## src/rtl/bitfusion_pkg.sv

```systemverilog
// bitfusion_pkg: weight-mode encodings and beat-count helpers shared by the
// input sorter and its crumb expander.
package bitfusion_pkg;

    localparam int CRUMB_W = 2;

    typedef enum logic [1:0] {
        MODE_8B = 2'b00,
        MODE_4B = 2'b01,
        MODE_2B = 2'b10
    } mode_e;

    // Encoding 11 is reserved and behaves as 8-bit.
    function automatic mode_e norm_mode(input logic [1:0] m);
        return (m == 2'b11) ? MODE_8B : mode_e'(m);
    endfunction

    function automatic logic [2:0] beats_of(input mode_e mode);
        return (mode == MODE_4B) ? 3'd2 : (mode == MODE_2B) ? 3'd4 : 3'd1;
    endfunction

endpackage

```

## src/rtl/bitfusion_crumb_expand.sv

```systemverilog
// bitfusion_crumb_expand: replicates the 2-bit crumbs of a right-aligned chunk
// so each beat matches the weight bitwidth of the BitBrick array.
module bitfusion_crumb_expand
    import bitfusion_pkg::*;
#(
    parameter int DATA_W = 32
) (
    input  logic [DATA_W-1:0] chunk_i,
    input  mode_e             mode_i,
    output logic [DATA_W-1:0] beat_o
);

    logic [DATA_W-1:0] exp4, exp2;

    // 4-bit: each byte becomes {c3,c3,c1,c1,c2,c2,c0,c0}.
    for (genvar i = 0; i < DATA_W / 16; i++) begin : g_exp4
        logic [7:0] b;
        assign b = chunk_i[8*i +: 8];
        assign exp4[16*i +: 16] = {b[7:6], b[7:6], b[3:2], b[3:2], b[5:4], b[5:4], b[1:0], b[1:0]};
    end

    for (genvar j = 0; j < DATA_W / 8; j++) begin : g_exp2
        assign exp2[8*j +: 8] = {4{chunk_i[CRUMB_W*j +: CRUMB_W]}};
    end

    assign beat_o = (mode_i == MODE_4B) ? exp4 : (mode_i == MODE_2B) ? exp2 : chunk_i;

endmodule

```

## src/rtl/bitfusion_input_sorter.sv

```systemverilog
// bitfusion_input_sorter: splits each buffer word into 1, 2 or 4 crumb-replicated
// beats with valid/ready flow control and a mode latched per word.
module bitfusion_input_sorter
    import bitfusion_pkg::*;
#(
    parameter int DATA_W = 32
) (
    input  logic              clk,
    input  logic              reset,
    input  logic [1:0]        weight_bitwidth,
    input  logic              in_valid,
    output logic              in_ready,
    input  logic [DATA_W-1:0] in_data,
    output logic              out_valid,
    input  logic              out_ready,
    output logic [DATA_W-1:0] out_data,
    output logic [1:0]        out_beat,
    output logic              out_last
);

    typedef enum logic {EMPTY, BUSY} state_e;

    state_e            state_q, state_d;
    mode_e             mode_q, mode_d, exp_mode;
    logic [DATA_W-1:0] hold_q, hold_d, data_q, data_d, chunk, beat;
    logic [1:0]        beat_q, beat_d, beat_nx;
    logic              in_hs, out_hs;

    assign out_valid = (state_q == BUSY);
    assign out_data  = data_q;
    assign out_beat  = beat_q;
    assign out_last  = ({1'b0, beat_q} == beats_of(mode_q) - 3'd1);
    assign in_ready  = !out_valid | (out_ready & out_last);
    assign in_hs     = in_valid & in_ready;
    assign out_hs    = out_valid & out_ready;
    assign beat_nx   = beat_q + 2'd1;

    // A new word feeds its beat 0 straight from in_data; later beats are the
    // held word shifted down to the next chunk offset.
    assign chunk = in_hs ? in_data
                 : (mode_q == MODE_4B || beat_nx == 2'd2) ? hold_q >> (DATA_W / 2)
                 : (beat_nx == 2'd3) ? hold_q >> (3 * DATA_W / 4)
                 : hold_q >> (DATA_W / 4);
    assign exp_mode = in_hs ? norm_mode(weight_bitwidth) : mode_q;

    bitfusion_crumb_expand #(.DATA_W(DATA_W)) u_expand (
        .chunk_i (chunk),
        .mode_i  (exp_mode),
        .beat_o  (beat)
    );

    always_comb begin
        state_d = state_q;
        mode_d  = mode_q;
        hold_d  = hold_q;
        data_d  = data_q;
        beat_d  = beat_q;
        if (in_hs) begin
            state_d = BUSY;
            mode_d  = exp_mode;
            hold_d  = in_data;
            data_d  = beat;
            beat_d  = 2'd0;
        end else if (out_hs) begin
            state_d = out_last ? EMPTY : BUSY;
            data_d  = out_last ? data_q : beat;
            beat_d  = out_last ? 2'd0 : beat_nx;
        end
    end

    always_ff @(posedge clk) begin
        if (reset) begin
            state_q <= EMPTY;
            mode_q  <= MODE_8B;
            hold_q  <= '0;
            data_q  <= '0;
            beat_q  <= 2'd0;
        end else begin
            state_q <= state_d;
            mode_q  <= mode_d;
            hold_q  <= hold_d;
            data_q  <= data_d;
            beat_q  <= beat_d;
        end
    end

endmodule

```

## config.mk

```make
export PLATFORM = sky130hd
export DESIGN_NAME = bitfusion_input_sorter
export DESIGN_NICKNAME = d
export VERILOG_FILES = /design/src/rtl/bitfusion_pkg.sv /design/src/rtl/bitfusion_crumb_expand.sv /design/src/rtl/bitfusion_input_sorter.sv
export SDC_FILE = /design/constraint.sdc
export NUM_CORES = 1
export LEC_CHECK = 0
export CAP_MARGIN = 20
export CORE_ASPECT_RATIO = 2
export CORE_UTILIZATION = 40
export DETAILED_ROUTE_END_ITERATION = 16
export GPL_TIMING_DRIVEN = 1
export MAX_ROUTING_LAYER = met4
export PLACE_DENSITY = 0.67
export SYNTH_ARGS = -nofsm -noshare
export SYNTH_HDL_FRONTEND = slang
export SYNTH_SLANG_ARGS = --single-unit
```

## constraint.sdc

```tcl
create_clock -name clk -period 2 [get_ports clk]
set_input_delay 0.2 -clock clk [delete_from_list [all_inputs] [get_ports clk]]
set_output_delay 0.2 -clock clk [all_outputs]
set_load 0.1 [all_outputs]
```

==> results.cfg, run 1 <==
[outcome]
status = finished, violations left
violations = setup timing

[layout]
insertedDiodeCount = 0
layout.nets = 641
final_cell_area_sq_um = 5725
drive_above_1_share_pct = 35.60
flow.area_growth_from_synthesis_pct = 58.67
n_fill_cell = 743
final_cells = 704

[global_route]
first_global_vias = 4031
antenna_found_initial = 0
grt_first_pass_wirelength_mm = 21.18
grt_use_total_pct = 30.30
grt_max_degree = 33
grt.overflow.total = 0

[timing]
fmax_ghz = 0.4585
slew_viol_final = 0
worst_slew_pin_slew_ns = 0.7553
setup_ws_ns = -0.1809
rsz0062_at_grt = true
finalCritPeriodShare_pct = 109.0
finalClockSkew_ns = 0.004654
relSlewSlack_pct = 49.55
finalHoldViolations = 0
tns_ns = -1.851
fin_crit_ns = 2.181
setup_viol_count_final = 22

[floorplan]
row_count = 48
die-width_microns = 69.16
die_y_microns = 136.3
boundaryPins = 75
dieArea_sq_um = 9428
coreArea_sq_um = 8708
start_util_pct = 41.44

[clocking]
cts_hold_buf = 0
cts.sinks = 61
cts-root-buf = clkbuf_16
cts_tree = done
h-tree-depth = 3
cts.clk_slew.worst_paths_ns = 0.05
cts.path.max_buffers = 2
cts_made_buffers = 9
insertion_delay_ns = 0.34

[drt]
drtIter0Drc = 390
drcViolationCount = 0
via_count = 4126
wl_per_cell_microns = 19.74
drt_pre_antenna_iters = 5
via_per_inst = 5.861
wirelength_mm = 13.90
postRouteAntennaNets = 0

[power]
irDropWorstVdd_uv = 590.3
powerDensity_nw_per_um2 = 859.1
p_leak_uw = 0.002384
power.switching_uw = 1782
p_int_uw = 3136
switching_share_pct = 36.23
power_frac_seq_pct = 28.4
clkPwrFrac_pct = 35.4
pwr-share-comb_pct = 36.2

[critical_path]
worstSetupStartpointType = flip-flop
crit_path_max_fanout = 6
crit_type = reg -> reg
critPathArrivalTime_ns = 2.41
critical-path-max-stage-delay_ns = 0.40
r2r_cells = 7
cp_slowest_cell = mux2_2
end_kind = flip-flop
worstPathRequired_ns = 2.23
worstPathCellList = inv_4 -> ha_4 -> mux2_2 -> mux2_4 -> a221oi_2 -> o311ai_1 -> o221a_2

[logic_synthesis]
syn-cell-area_sq_um = 3608
synth_nets = 500
ys.warnings.count = 0
ys.flop_type = dfxtp_1
ys_seq_elements = 61
yosysSeqAreaShare_pct = 33.84
syn_area_per_cell_sq_um = 7.879
syn_inst = 458
synthArstFlopShare_pct = 0
synth_cell_types = 56
synth_edf_count = 0

[placed_design]
port_buffers = 74
postPlaceCellArea_sq_um = 4960
gp_congestion = 0.9648
dpl_worst_slack_ns = -0.2945
place_inst = 668
hpwl_mm = 10.27

[hold_path]
hp-class = in -> reg
hold_depth = 3

[job]
max-cap-violations = 0
-- layout make-up --
type / count / area, sq um / share of cell area, %
clock buffers: 11 / 254.0 / 4.436
well taps: 100 / 125.1 / 2.185
multi-input cells: 351 / 2472 / 43.18
clock inverters: 5 / 80.08 / 1.399
inverters: 8 / 32.53 / 0.5682
repair buffers: 168 / 1524 / 26.62
flip-flops and latches: 61 / 1237 / 21.61
-- critical path: cells and delay by family, from the launching register on --
kind / cells / cell delay [ns]
AO/OA/AOI/OAI: 3 / 0.79
adder cells (fa/ha/maj): 1 / 0.20
multiplexers: 2 / 0.68
buffers and inverters: 1 / 0.05
flip-flops: 1 / 0.35
-- sequential cells by signal (all words and copies together), names as in the netlist --
name       flops
out_data      32
hold_q        24
mode_q         2
out_beat       2
out_valid      1
-- routing by layer --
layer	track usage, %	part of all wire [%]	wire, microns
met1	31.86	37	5209
met2	52.75	52	7235
met3	6.227	5.3	742
met4	16.10	5.1	710
met5	-	0	0
-- cells in the final DEF (no fill, tap or decap), drive strengths merged, types with 3 or more instances in the layout --
cell             n
a21o             5
a21oi           53
a311oi           7
a31oi           11
buf            130
clkbuf          12
clkdlybuf4s50   37
dfxtp           61
ha               4
inv              9
mux2            12
mux2i           10
nand2           88
nand3           25
nor2            11
nor2b            5
nor3            16
nor4b            5
o211a            4
o211ai          11
o21a             3
o21ai           33
o21bai           3
o221a            4
o311a            5
or3              3
xnor2            3
xor2             3
-- final timing paths --
check / start / endpoint / slack, ns
max: out_beat[0]$_SDFFE_PP0P_ / out_data[18]$_SDFFE_PP0P_ / -0.18
min: in_data[20] / hold_q[20]$_SDFFE_PP0P_ / 0.45
max reg2reg: out_beat[0]$_SDFFE_PP0P_ / out_data[18]$_SDFFE_PP0P_ / -0.18
min reg2reg: hold_q[10]$_SDFFE_PP0P_ / hold_q[10]$_SDFFE_PP0P_ / 0.45
-- cells by family after synthesis --
kind of cell / count (synthesis) / synth area share [%]
muxes: 24 / 7.767
DFF: 61 / 33.84
xor gates and xnor gates: 6 / 1.665
buffers and inverters: 47 / 6.033
adders and majority gates: 4 / 1.387
AOI/OAI and AO/OA: 154 / 28.71
and+or+nand+nor: 162 / 20.60
-- power by group through the flow --
stage / Clock (uW) / Combinational (uW) / Sequential [uW]
finish: 1740 / 1780 / 1400
global route: 1810 / 1860 / 1410
CTS: 1760 / 1710 / 1400
detailed placement: 0 / 1610 / 1420
global placement: 0 / 1600 / 1420
floorplan: 0 / 574 / 1900
-- synth_stat cells, drive strengths merged (7+ instances only) --
library cell / n / area share (%)
clkbuf: 18 / 1.9
a21oi: 53 / 7.5
inv: 8 / 0.83
mux2: 12 / 3.7
nor2: 11 / 1.2
a311oi: 7 / 2.2
o211ai: 11 / 2.3
nor3: 16 / 2.5
mux2i: 10 / 2.8
buf: 21 / 3.3
a31oi: 11 / 2.1
dfxtp: 61 / 34
nand3: 25 / 3.5
nand2: 88 / 9.2
o21ai: 33 / 4.7
-- what timing repair did --
action,CTS,global route
buffers inserted,12,5
cloned,2,1
endpoints found under the setup margin,55,37
pin swaps,22,20
gates resized for setup,29,26
-- stage by stage --
stage,utilization (%),power (uW),hold WS [ns]
final,65.75,4919,0.4465
after global routing,65.75,5081,0.4616
after CTS,63.74,4868,0.4407
after detailed placement,56.95,3028,0.4443
after global placement,56.95,3014,0.4380
after floorplan,-,2469,0.3344
No activity file was read; power rests on OpenSTA's default activity.
==> run 2: changes to the inputs <==
Settings changed: GPL_TIMING_DRIVEN 1 to 0.
==> results.cfg, run 2 (synthesis gave the netlist of run 1 again) <==
[placed_design]
postPlaceCellArea_sq_um = 4579
port_buffers = 71
hpwl_mm = 10.65
dpl_worst_slack_ns = -0.6928
gp_congestion = 0.9286

[timing]
finalCritPeriodShare_pct = 110.8
tns_ns = -3.867
fin_crit_ns = 2.216
rsz0062_at_grt = true
finalClockSkew_ns = 0.004474
relSlewSlack_pct = 33.54
slew_viol_final = 0
fmax_ghz = 0.4512
worst_slew_pin_slew_ns = 1.001
finalHoldViolations = 0
setup_viol_count_final = 32
setup_ws_ns = -0.2162

[layout]
largest_reg_flops = 32
multi_input_area_sq_um = 2514
layout.nets = 607
drive_above_1_share_pct = 24.78
final_common_cell = nand2_1
post-route-util_pct = 63.03
flow.area_growth_from_synthesis_pct = 52.11
seqCellArea_sq_um = 1235
insertedDiodeCount = 0
final_cell_area_sq_um = 5489
layout_common_cells = nand2_1 (85), dfxtp_1 (56), a21oi_1 (50)
n_fill_cell = 785

[drt]
postRouteAntennaNets = 0
via_per_inst = 6.012
drt_pre_antenna_iters = 7
wl_per_cell_microns = 20.97
wirelength_mm = 14.03
via_count = 4022
drtIter0Drc = 355
drcViolationCount = 0

[critical_path]
cp_slowest_cell = a221oi_4
worstPathRequired_ns = 2.23
critPathMostFrequentCell = mux2_4
cpLargestDelayFamily = compound AO/OA/AOI/OAI gates
worstSetupStartpointType = flip-flop
crit_type = reg -> reg
end_kind = flip-flop
critPathArrivalTime_ns = 2.44
worstPathCellList = inv_2 -> ha_4 -> mux2_4 -> mux2_4 -> a221oi_4 -> o311ai_2 -> o221a_2
critical-path-max-stage-delay_ns = 0.39
crit_buf_inv = 1
crit_path_max_fanout = 7

[global_route]
antenna_found_initial = 0
grt.overflow.total = 0
grt_use_total_pct = 30.77
first_global_vias = 3843
grt_max_degree = 11
grt_first_pass_wirelength_mm = 21.36

[clocking]
cts_made_buffers = 9
cts.clk_slew.worst_paths_ns = 0.05
cts.path.max_buffers = 2
cts_tree = done
insertion_delay_ns = 0.34
cts.sinks = 61
cts_hold_buf = 0
cts-root-buf = clkbuf_16
h-tree-depth = 3

[floorplan]
die_y_microns = 136.3
die-width_microns = 69.16
coreArea_sq_um = 8708
dieArea_sq_um = 9428
row_count = 48
boundaryPins = 75
start_util_pct = 41.44

[power]
powerDensity_nw_per_um2 = 872.0
total_power_uw = 4786
irDropWorstVdd_uv = 588.9
p_leak_uw = 0.002335

[outcome]
status = finished, violations left
violations = setup timing

[hold_path]
hp-class = in -> reg

[job]
max-cap-violations = 0
==> run 2: layout make-up <==
class	instances	area share, %
sequential	61	22.50
inverter	8	0.7294
buffer	37	5.562
clock inverter	3	1.208
timing repair buffer	98	17.07
clock buffer	12	4.855
tap	100	2.279
multi-input combinational	350	45.79
==> run 2: where the power goes <==
| group | switching [uW] | internal [uW] |
|---|---|---|
| sequential | 78.9 | 1320 |
| combinational | 1120 | 536 |
| clock | 547 | 1180 |
==> run 2: layer usage <==
layer / vias up / GRT usage (%) / wire, microns
met1: 1886 / 32.06 / 5169
met3: 49 / 5.115 / 767
li1: 1904 / - / -
met2: 183 / 54.26 / 7334
met5: - / - / 0
met4: 0 / 17.46 / 756
==> run 2: final timing paths <==
kind,startpoint,endpoint,slack [ns],cells after the start
setup reg to reg,out_beat[0]$_SDFFE_PP0P_,out_data[16]$_SDFFE_PP0P_,-0.22,7
hold reg to reg,out_data[2]$_SDFFE_PP0P_,out_data[2]$_SDFFE_PP0P_,0.45,2
hold / removal,weight_bitwidth[0],out_data[7]$_SDFFE_PP0P_,0.35,4
setup / recovery,out_beat[0]$_SDFFE_PP0P_,out_data[16]$_SDFFE_PP0P_,-0.22,7
==> run 2: worst reg2reg max path: stages, from the launching register on <==
cell	delay, ns
dfxtp_4	0.35
inv_2	0.06
ha_4	0.21
mux2_4	0.36
mux2_4	0.29
a221oi_4	0.39
o311ai_2	0.20
o221a_2	0.26
==> run 2: stage by stage <==
step	hold slack [ns]	instances
detailed placement	0.4440	629
global route	0.3838	669
floorplan	0.3344	458
CTS	0.3458	664
global placement	0.4371	629
finish	0.3491	669
==> run 2: what timing repair did <==
action	4_1_cts	5_1_grt
gates resized for setup	111	37
pin swaps	20	11
endpoints found under the setup margin	86	68
setup buffers	22	5
gates cloned	0	0
==> run 3: changes to the inputs <==
Settings changed: SLEW_MARGIN set to 20.
==> results of run 3 <==
Same layout as run 2: the final DEF is identical, and so are final timing and power.
